`src/rtl/snitch_dma_event_monitor.sv`:
```
// Passive event monitor for the cluster DMA AXI port and data buffer; produces registered perf-counter events.
// Optional build macro SNITCH_DMA_EVENT_BYTE_ACCURATE_EN: exact per-beat byte count from W strobes.
module snitch_dma_event_monitor #(
    parameter int unsigned DataWidth      = 512,
    parameter int unsigned MaxOutstanding = 16,
    parameter int unsigned StrbWidth      = DataWidth / 8
) (
    input  logic                         clk_i,
    input  logic                         rst_ni,
    input  logic                         aw_valid_i,
    input  logic                         aw_ready_i,
    input  logic [7:0]                   aw_len_i,
    input  logic [2:0]                   aw_size_i,
    input  logic                         ar_valid_i,
    input  logic                         ar_ready_i,
    input  logic [7:0]                   ar_len_i,
    input  logic [2:0]                   ar_size_i,
    input  logic                         w_valid_i,
    input  logic                         w_ready_i,
    input  logic [StrbWidth-1:0]         w_strb_i,
    input  logic                         r_valid_i,
    input  logic                         r_ready_i,
    input  logic                         r_last_i,
    input  logic                         b_valid_i,
    input  logic                         b_ready_i,
    input  logic                         buf_w_valid_i,
    input  logic                         buf_w_ready_i,
    input  logic                         buf_r_valid_i,
    input  logic                         buf_r_ready_i,
    output logic                         aw_stall_o,
    output logic                         ar_stall_o,
    output logic                         r_stall_o,
    output logic                         w_stall_o,
    output logic                         buf_w_stall_o,
    output logic                         buf_r_stall_o,
    output logic                         aw_done_o,
    output logic                         ar_done_o,
    output logic                         r_done_o,
    output logic                         w_done_o,
    output logic                         b_done_o,
    output logic [7:0]                   aw_len_o,
    output logic [7:0]                   ar_len_o,
    output logic [2:0]                   aw_size_o,
    output logic [2:0]                   ar_size_o,
    output logic [$clog2(StrbWidth):0]   num_bytes_written_o,
    output logic                         dma_busy_o,
    output logic                         error_o
);

    localparam int unsigned CntW = $clog2(MaxOutstanding + 1);
    localparam int unsigned NbW  = $clog2(StrbWidth) + 1;

    logic aw_hs, ar_hs, w_hs, r_hs, b_hs;
    logic wr_inc, wr_dec, rd_inc, rd_dec;

    logic [5:0]      stall_d, stall_q;
    logic [4:0]      done_d, done_q;
    logic [7:0]      aw_len_d, aw_len_q, ar_len_d, ar_len_q;
    logic [2:0]      aw_size_d, aw_size_q, ar_size_d, ar_size_q;
    logic [NbW-1:0]  nbytes_d, nbytes_q;
    logic [CntW-1:0] wr_cnt_d, wr_cnt_q, rd_cnt_d, rd_cnt_q;
    logic            busy_d, busy_q;
    logic            error_d, error_q;
    logic [NbW-1:0]  strb_popcnt;

    assign aw_hs = aw_valid_i & aw_ready_i;
    assign ar_hs = ar_valid_i & ar_ready_i;
    assign w_hs  = w_valid_i & w_ready_i;
    assign r_hs  = r_valid_i & r_ready_i;
    assign b_hs  = b_valid_i & b_ready_i;

    assign wr_inc = aw_hs;
    assign wr_dec = b_hs;
    assign rd_inc = ar_hs;
    assign rd_dec = r_hs & r_last_i;

`ifdef SNITCH_DMA_EVENT_BYTE_ACCURATE_EN
    always_comb begin
        strb_popcnt = '0;
        for (int i = 0; i < StrbWidth; i++) begin
            strb_popcnt = strb_popcnt + NbW'(w_strb_i[i]);
        end
    end
`else
    // Every W beat is counted as a full-width beat; strobes are not inspected.
    logic unused_strb;
    assign unused_strb = ^w_strb_i;
    assign strb_popcnt = NbW'(StrbWidth);
`endif

    always_comb begin
        stall_d   = {aw_valid_i & ~aw_ready_i, ar_valid_i & ~ar_ready_i,
                     r_valid_i & ~r_ready_i, w_valid_i & ~w_ready_i,
                     buf_w_valid_i & ~buf_w_ready_i, buf_r_valid_i & ~buf_r_ready_i};
        done_d    = {aw_hs, ar_hs, r_hs, w_hs, b_hs};
        aw_len_d  = aw_hs ? aw_len_i : 8'd0;
        aw_size_d = aw_hs ? aw_size_i : 3'd0;
        ar_len_d  = ar_hs ? ar_len_i : 8'd0;
        ar_size_d = ar_hs ? ar_size_i : 3'd0;
        nbytes_d  = w_hs ? strb_popcnt : '0;
        wr_cnt_d  = wr_cnt_q;
        rd_cnt_d  = rd_cnt_q;
        error_d   = error_q;

        // Simultaneous increment and decrement cancel out.
        if (wr_inc && !wr_dec) begin
            if (wr_cnt_q == CntW'(MaxOutstanding)) error_d = 1'b1;
            else                                   wr_cnt_d = wr_cnt_q + 1'b1;
        end else if (wr_dec && !wr_inc) begin
            if (wr_cnt_q == '0) error_d = 1'b1;
            else                wr_cnt_d = wr_cnt_q - 1'b1;
        end

        if (rd_inc && !rd_dec) begin
            if (rd_cnt_q == CntW'(MaxOutstanding)) error_d = 1'b1;
            else                                   rd_cnt_d = rd_cnt_q + 1'b1;
        end else if (rd_dec && !rd_inc) begin
            if (rd_cnt_q == '0) error_d = 1'b1;
            else                rd_cnt_d = rd_cnt_q - 1'b1;
        end

        busy_d = (wr_cnt_d != '0) | (rd_cnt_d != '0) | aw_valid_i | ar_valid_i | w_valid_i;
    end

    always_ff @(posedge clk_i or negedge rst_ni) begin
        if (!rst_ni) begin
            stall_q   <= '0;
            done_q    <= '0;
            aw_len_q  <= '0;
            aw_size_q <= '0;
            ar_len_q  <= '0;
            ar_size_q <= '0;
            nbytes_q  <= '0;
            wr_cnt_q  <= '0;
            rd_cnt_q  <= '0;
            busy_q    <= 1'b0;
            error_q   <= 1'b0;
        end else begin
            stall_q   <= stall_d;
            done_q    <= done_d;
            aw_len_q  <= aw_len_d;
            aw_size_q <= aw_size_d;
            ar_len_q  <= ar_len_d;
            ar_size_q <= ar_size_d;
            nbytes_q  <= nbytes_d;
            wr_cnt_q  <= wr_cnt_d;
            rd_cnt_q  <= rd_cnt_d;
            busy_q    <= busy_d;
            error_q   <= error_d;
        end
    end

    assign {aw_stall_o, ar_stall_o, r_stall_o, w_stall_o, buf_w_stall_o, buf_r_stall_o} = stall_q;
    assign {aw_done_o, ar_done_o, r_done_o, w_done_o, b_done_o} = done_q;
    assign aw_len_o            = aw_len_q;
    assign aw_size_o           = aw_size_q;
    assign ar_len_o            = ar_len_q;
    assign ar_size_o           = ar_size_q;
    assign num_bytes_written_o = nbytes_q;
    assign dma_busy_o          = busy_q;
    assign error_o             = error_q;

endmodule

```
`config.mk`:
```
export PLATFORM = sky130hd
export DESIGN_NAME = snitch_dma_event_monitor
export DESIGN_NICKNAME = d
export VERILOG_FILES = /design/src/rtl/snitch_dma_event_monitor.sv
export SDC_FILE = /design/constraint.sdc
export NUM_CORES = 1
export LEC_CHECK = 0
export ABC_AREA = 1
export CORE_ASPECT_RATIO = 0.7
export CORE_MARGIN = 2
export CORE_UTILIZATION = 32
export DETAILED_ROUTE_END_ITERATION = 10
export PLACE_DENSITY = 0.82
export SYNTH_ARGS = -nofsm -noshare
export SYNTH_HDL_FRONTEND = slang
export SYNTH_SLANG_ARGS = --single-unit
```
`constraint.sdc`:
```
create_clock -name clk_i -period 1.45 [get_ports clk_i]
set_input_delay 0.29 -clock clk_i [delete_from_list [all_inputs] [get_ports clk_i]]
set_output_delay 0.29 -clock clk_i [all_outputs]
set_load 0.01 [all_outputs]
```
==> Word-level counts from Yosys, hierarchy flattened <==
Cells that the tools add are included.
Widths: inputs -> output; s select.
{ "totals": {"elab_cells": 72, "out_inout_bits": 42, "input_bits": 103, "regBits": 52} }
{ "classes": {"eq_ne": 2, "n_reduce_logical": 12, "mux": 21, "addsub": 4, "bitwise_logic": 22} }
{ "op_table": {"columns": ["op", "count"], "rows": [
  ["$mux 5", 8],
  ["$mux 8", 2],
  ["$and 1x1->1", 12],
  ["$add 5x1->5 const B", 2],
  ["$eq 5x5->1 const B", 2],
  ["$logic_not 5->1", 2],
  ["$reduce_bool 5->1", 2],
  ["$sub 5x1->5 const B", 2],
  ["$mux 1", 8],
  ["$mux 7", 1],
  ["$mux 3", 2],
  ["$not 1->1", 6],
  ["$logic_and 1x1->1", 4],
  ["$logic_not 1->1", 4],
  ["$or 1x1->1", 4]
]} }

==> Depth between registers and ports, before layout <==
{ "depth": {"ltp_word": 10, "depth_mapped": 12} }

==> Worst setup path after synthesis <==
OpenSTA, ideal clock, no wires.
{ "synth_timing": {"path_type": "register to register", "startpoint": "reg rd_cnt_q[0]", "endpoint": "reg busy_q (netlist: dma_busy_o)", "period_less_slack_ps": 1480, "required_ps": 1331, "setup_slack_ps": -30, "setup_time_ps": 119, "path_buffers": 0, "path_stages_with_launch": 12, "t_arrival_ps": 1362, "cell_sequence": "dfrtp_1 inv_1 ha_1 nand2_1 nor2_2 nand2_2 nor2_1 nor2_1 a21oi_2 nand2_1 nor2_1 nand2_1"} }
{ "synth_between": {"elab_chain_cells": 9, "word_cells_on_any_way": 13, "classes_between": "add/sub: 2; eq/ne: 1; mux: 4; bitwise: 4; reduce/logical: 2"} }
{ "synth_rtl": {"columns": ["element", "line", "rtl"], "rows": [
  ["start: declaration", "61", "logic [CntW-1:0] wr_cnt_d, wr_cnt_q, rd_cnt_d, rd_cnt_q;"],
  ["start signal: assignment", "147", "rd_cnt_q <= rd_cnt_d;"],
  ["$sub 5x1->5 or $logic_not 5->1 (tied branches)", "119, 118", null],
  ["$mux 5", "118", "if (rd_cnt_q == '0) error_d = 1'b1;"],
  ["$mux 5", "117", "end else if (rd_dec && !rd_inc) begin"],
  ["$mux 5 (*)", "114", "if (rd_inc && !rd_dec) begin"],
  ["$reduce_bool 5->1 (*)", "122", "busy_d = (wr_cnt_d != '0) | (rd_cnt_d != '0) | aw_valid_i | ar_valid_i | w_valid_i;"],
  ["$or 1x1->1 (*) (4 in series)", "122", null],
  ["named net busy_d", "62", "logic busy_d, busy_q;"],
  ["end signal: assignment", "148", "busy_q <= busy_d;"],
  ["end: declaration", "62", null]
]} }
The timed path passes the listed nets; every way through them passes the cells marked *.

==> Worst setup path after layout <==
{ "layout_timing": {"startpoint": "reg rd_cnt_q[1]", "endpoint": "reg busy_q (netlist: dma_busy_o)"} }
The elaborated chain is that of the path after synthesis.

==> impl_metrics.py <==
metrics = {
    "die": {
        "initial_core_util": 0.337,
        "die_w_um": 102,
        "pin_count": 145,
        "core-area_um2": 6340,
        "die_y_um": 72.3,
        "std_cell_rows": 24,
        "dieArea_um2": 7350,
    },
    "cells_and_area": {
        "fin_util": 0.549,
        "fillers": 555,
        "syn_to_final_growth_pct": 62.8,
        "final_cell_mix": "dfrtp_1, inv_1, buf_4",
        "layout-drive-gt1-share": 0.291,
        "diodes": 0,
        "final_common_cell": "dfrtp_1",
        "nNetsFinal": 467,
    },
    "route": {
        "routedWlPerCell_um": 11.8,
        "drt-pass1-iter-count": 4,
        "num_vias": 1918,
        "ant_nets": 0,
        "drc_errors": 0,
        "wl_um": 5360,
        "drtIter0Drc": 35,
        "vias_per_cell": 4.24,
    },
    "sta": {
        "finalHoldWorstSlack_ns": 0.252,
        "fin_crit_sh": 1.07,
        "rsz0062_at_grt": "yes",
        "min_period_ns": 1.56,
        "finalSetupViolations": 4,
        "fmax_mhz": 642,
        "skew_ns": 0.00823,
        "setup_tns_ns": -0.292,
        "hold_viol": 0,
        "drv_slew": 0,
        "fin_ws_ns": -0.108,
    },
    "pwr": {
        "internal-power_mw": 2.99,
        "swShare": 0.362,
        "power_density_nw_per_um2": 1350,
        "ir_drop_uv": 607,
        "switching_power_mw": 1.70,
        "power_mw": 4.69,
        "seq_power_share": 0.341,
        "power_frac_clock": 0.206,
        "comb_power_share": 0.452,
        "p_leak_nw": 1.91,
    },
    "clocking": {
        "h-tree-depth": 2,
        "clk_path_buf_depth": 2,
        "cts_tree": "built",
        "cts_buffers": 5,
        "cts_sinks": 45,
        "cts.reportedPaths.clkPinSlew_ns": 0.09,
        "cts_root_buf": "clkbuf_8",
        "clk_latency_ns": 0.30,
    },
    "placed_design": {
        "globalplace.congestion": 0.832,
        "dp_hpwl_um": 3650,
        "portBuffers": 74,
        "preCtsSetupSlack_ns": -0.373,
    },
    "worst_setup_path": {
        "start_kind": "register",
        "path_depth": 11,
        "crit_type": "reg2reg",
        "cp.required_ns": 1.65,
        "path_buf_inv": 1,
        "slowest_delay_ns": 0.40,
        "critPathMaxFanout": 4,
        "path_cells": "inv_2, ha_4, nand2_4, nor2_4, nand2_4, nor2_4, nor2_2, a21oi_2, nand2_1, nor2_1, nand2_1",
        "worst_setup_path_end_kind": "register",
        "cp.arrival_ns": 1.76,
        "path_delay_family": "simple AND/OR/NAND/NOR gates",
        "slowest_stage": "dfrtp_1",
        "rr_worst_depth": 11,
    },
    "synth": {
        "synth-seq-cells": 45,
        "syn_inst": 245,
        "ys.flop_type": "dfrtp_1",
        "synth_edf_count": 0,
        "synth_cell_types": 27,
        "yosysSeqAreaShare": 0.528,
        "synth_area_um2": 2130,
        "syn_area_per_cell_um2": 8.71,
        "synth_warnings": 0,
        "async_flop_share": 1.00,
    },
    "grt": {
        "grt_pass1_vias": 1940,
        "grt_antenna_before_repair": 0,
        "grt_max_degree": 46,
        "grt_pass1_wl_um": 8580,
        "track_usage": 0.147,
        "grt_overflow": 0,
    },
    "run_status": {
        "violations": "negative setup slack",
        "status": "complete, but fails checks",
    },
    "run": {
        "cap_violations": 0,
    },
    "hold_path": {
        "worstHoldPathType": "in2reg",
        "min_path_cells": 2,
    },
}
[kinds of logic (layout without fill, tap and decap cells)]
| logic type | after synthesis | count (layout) | share of synthesized area |
|---|---|---|---|
| adder cells (fa/ha/maj) | 4 | 4 | 0.0234 |
| XOR/XNOR | 8 | 8 | 0.0363 |
| AO/OA/AOI/OAI | 8 | 8 | 0.0205 |
| AND/OR/NAND/NOR | 118 | 118 | 0.264 |
| other | 1 | 6 | 0.00176 |
| buffers and inverters | 61 | 172 | 0.127 |
| flip-flops | 45 | 45 | 0.528 |
[worst paths after layout]
| path | start | endpoint | slack, ns |
|---|---|---|---|
| max reg2reg | rd_cnt_q[1] | dma_busy_o | -0.11 |
| min in group asynchronous | rst_ni | done_q[0] | 0.49 |
| max | rd_cnt_q[1] | dma_busy_o | -0.11 |
| min reg2reg | error_o | error_o | 0.49 |
| min | aw_ready_i | stall_q[5] | 0.25 |
| max in group asynchronous | rst_ni | rd_cnt_q[3] | 0.74 |
[routing by layer]
metal,share of wire,wire [um],vias up,global-route usage
li1,-,-,941,-
met1,0.41,2180,919,0.168
met2,0.51,2740,53,0.263
met3,0.072,385,5,0.0520
met4,0.0095,51,0,0.0375
met5,0,0,-,0
[Yosys cell counts (2+ instances only)]
cell type / number / area (um^2)
inv_1: 45 / 169
nor2_2: 2 / 12.5
nand3_1: 18 / 90.1
nor3_1: 2 / 10.0
buf_6: 2 / 22.5
dfrtp_1: 45 / 1130
nand3_2: 3 / 30.0
nand2_2: 8 / 50.1
xnor2_1: 2 / 17.5
o21ai_0: 2 / 10.0
inv_2: 5 / 18.8
o21ai_1: 2 / 10.0
xor2_1: 5 / 43.8
nor2_4: 3 / 33.8
ha_1: 4 / 50.1
buf_4: 7 / 52.6
nand2_1: 36 / 135
nor2_1: 42 / 158
nand4_1: 2 / 12.5
a21oi_1: 3 / 15.0
[registers in the layout, indices dropped and copies added, names as in the netlist, 3 cells and up]
name       count
ar_len_o       8
ar_size_o      3
aw_len_o       8
aw_size_o      3
done_q         5
rd_cnt_q       5
stall_q        6
wr_cnt_q       5
[through the flow]
step                area (um^2)  instances
floorplan                  2150        250
global placement           3140        431
detailed placement         3140        431
CTS                        3300        442
global route               3480        452
finish                     3480        452
[power by group through the flow]
stage	clock (mW)	combinational, mW	sequential [mW]
floorplan	0	0.940	1.60
global placement	0	1.54	1.60
detailed placement	0	1.59	1.61
CTS	0.995	1.81	1.59
global route	1.06	2.32	1.62
finish	0.968	2.12	1.60
[timing repair]
item | 4_1_cts | 5_1_grt
hold endpoints to repair | 45 | 0
cloned | 0 | 0
buffers inserted | 2 | 11
pin swaps | 9 | 20
setup endpoints to repair | 41 | 6
hold buffers | 1 | 0
resized for setup | 53 | 33
[worst reg2reg max path, stage by stage, from the launching register on]
cell	delay, ns
dfrtp_1	0.40
inv_2	0.09
ha_4	0.15
nand2_4	0.05
nor2_4	0.13
nand2_4	0.11
nor2_4	0.12
nor2_2	0.05
a21oi_2	0.14
nand2_1	0.07
nor2_1	0.10
nand2_1	0.06
[layout make-up]
class / instances / area [um^2] / share of cell area
tap: 91 / 114 / 0.0328
clock inverter: 3 / 43.8 / 0.0126
timing repair buffer: 114 / 1020 / 0.295
sequential: 45 / 1130 / 0.324
clock buffer: 5 / 68.8 / 0.0198
inverter: 50 / 193 / 0.0554
multi-input combinational: 144 / 905 / 0.260
(Power assumes the default switching activity.)
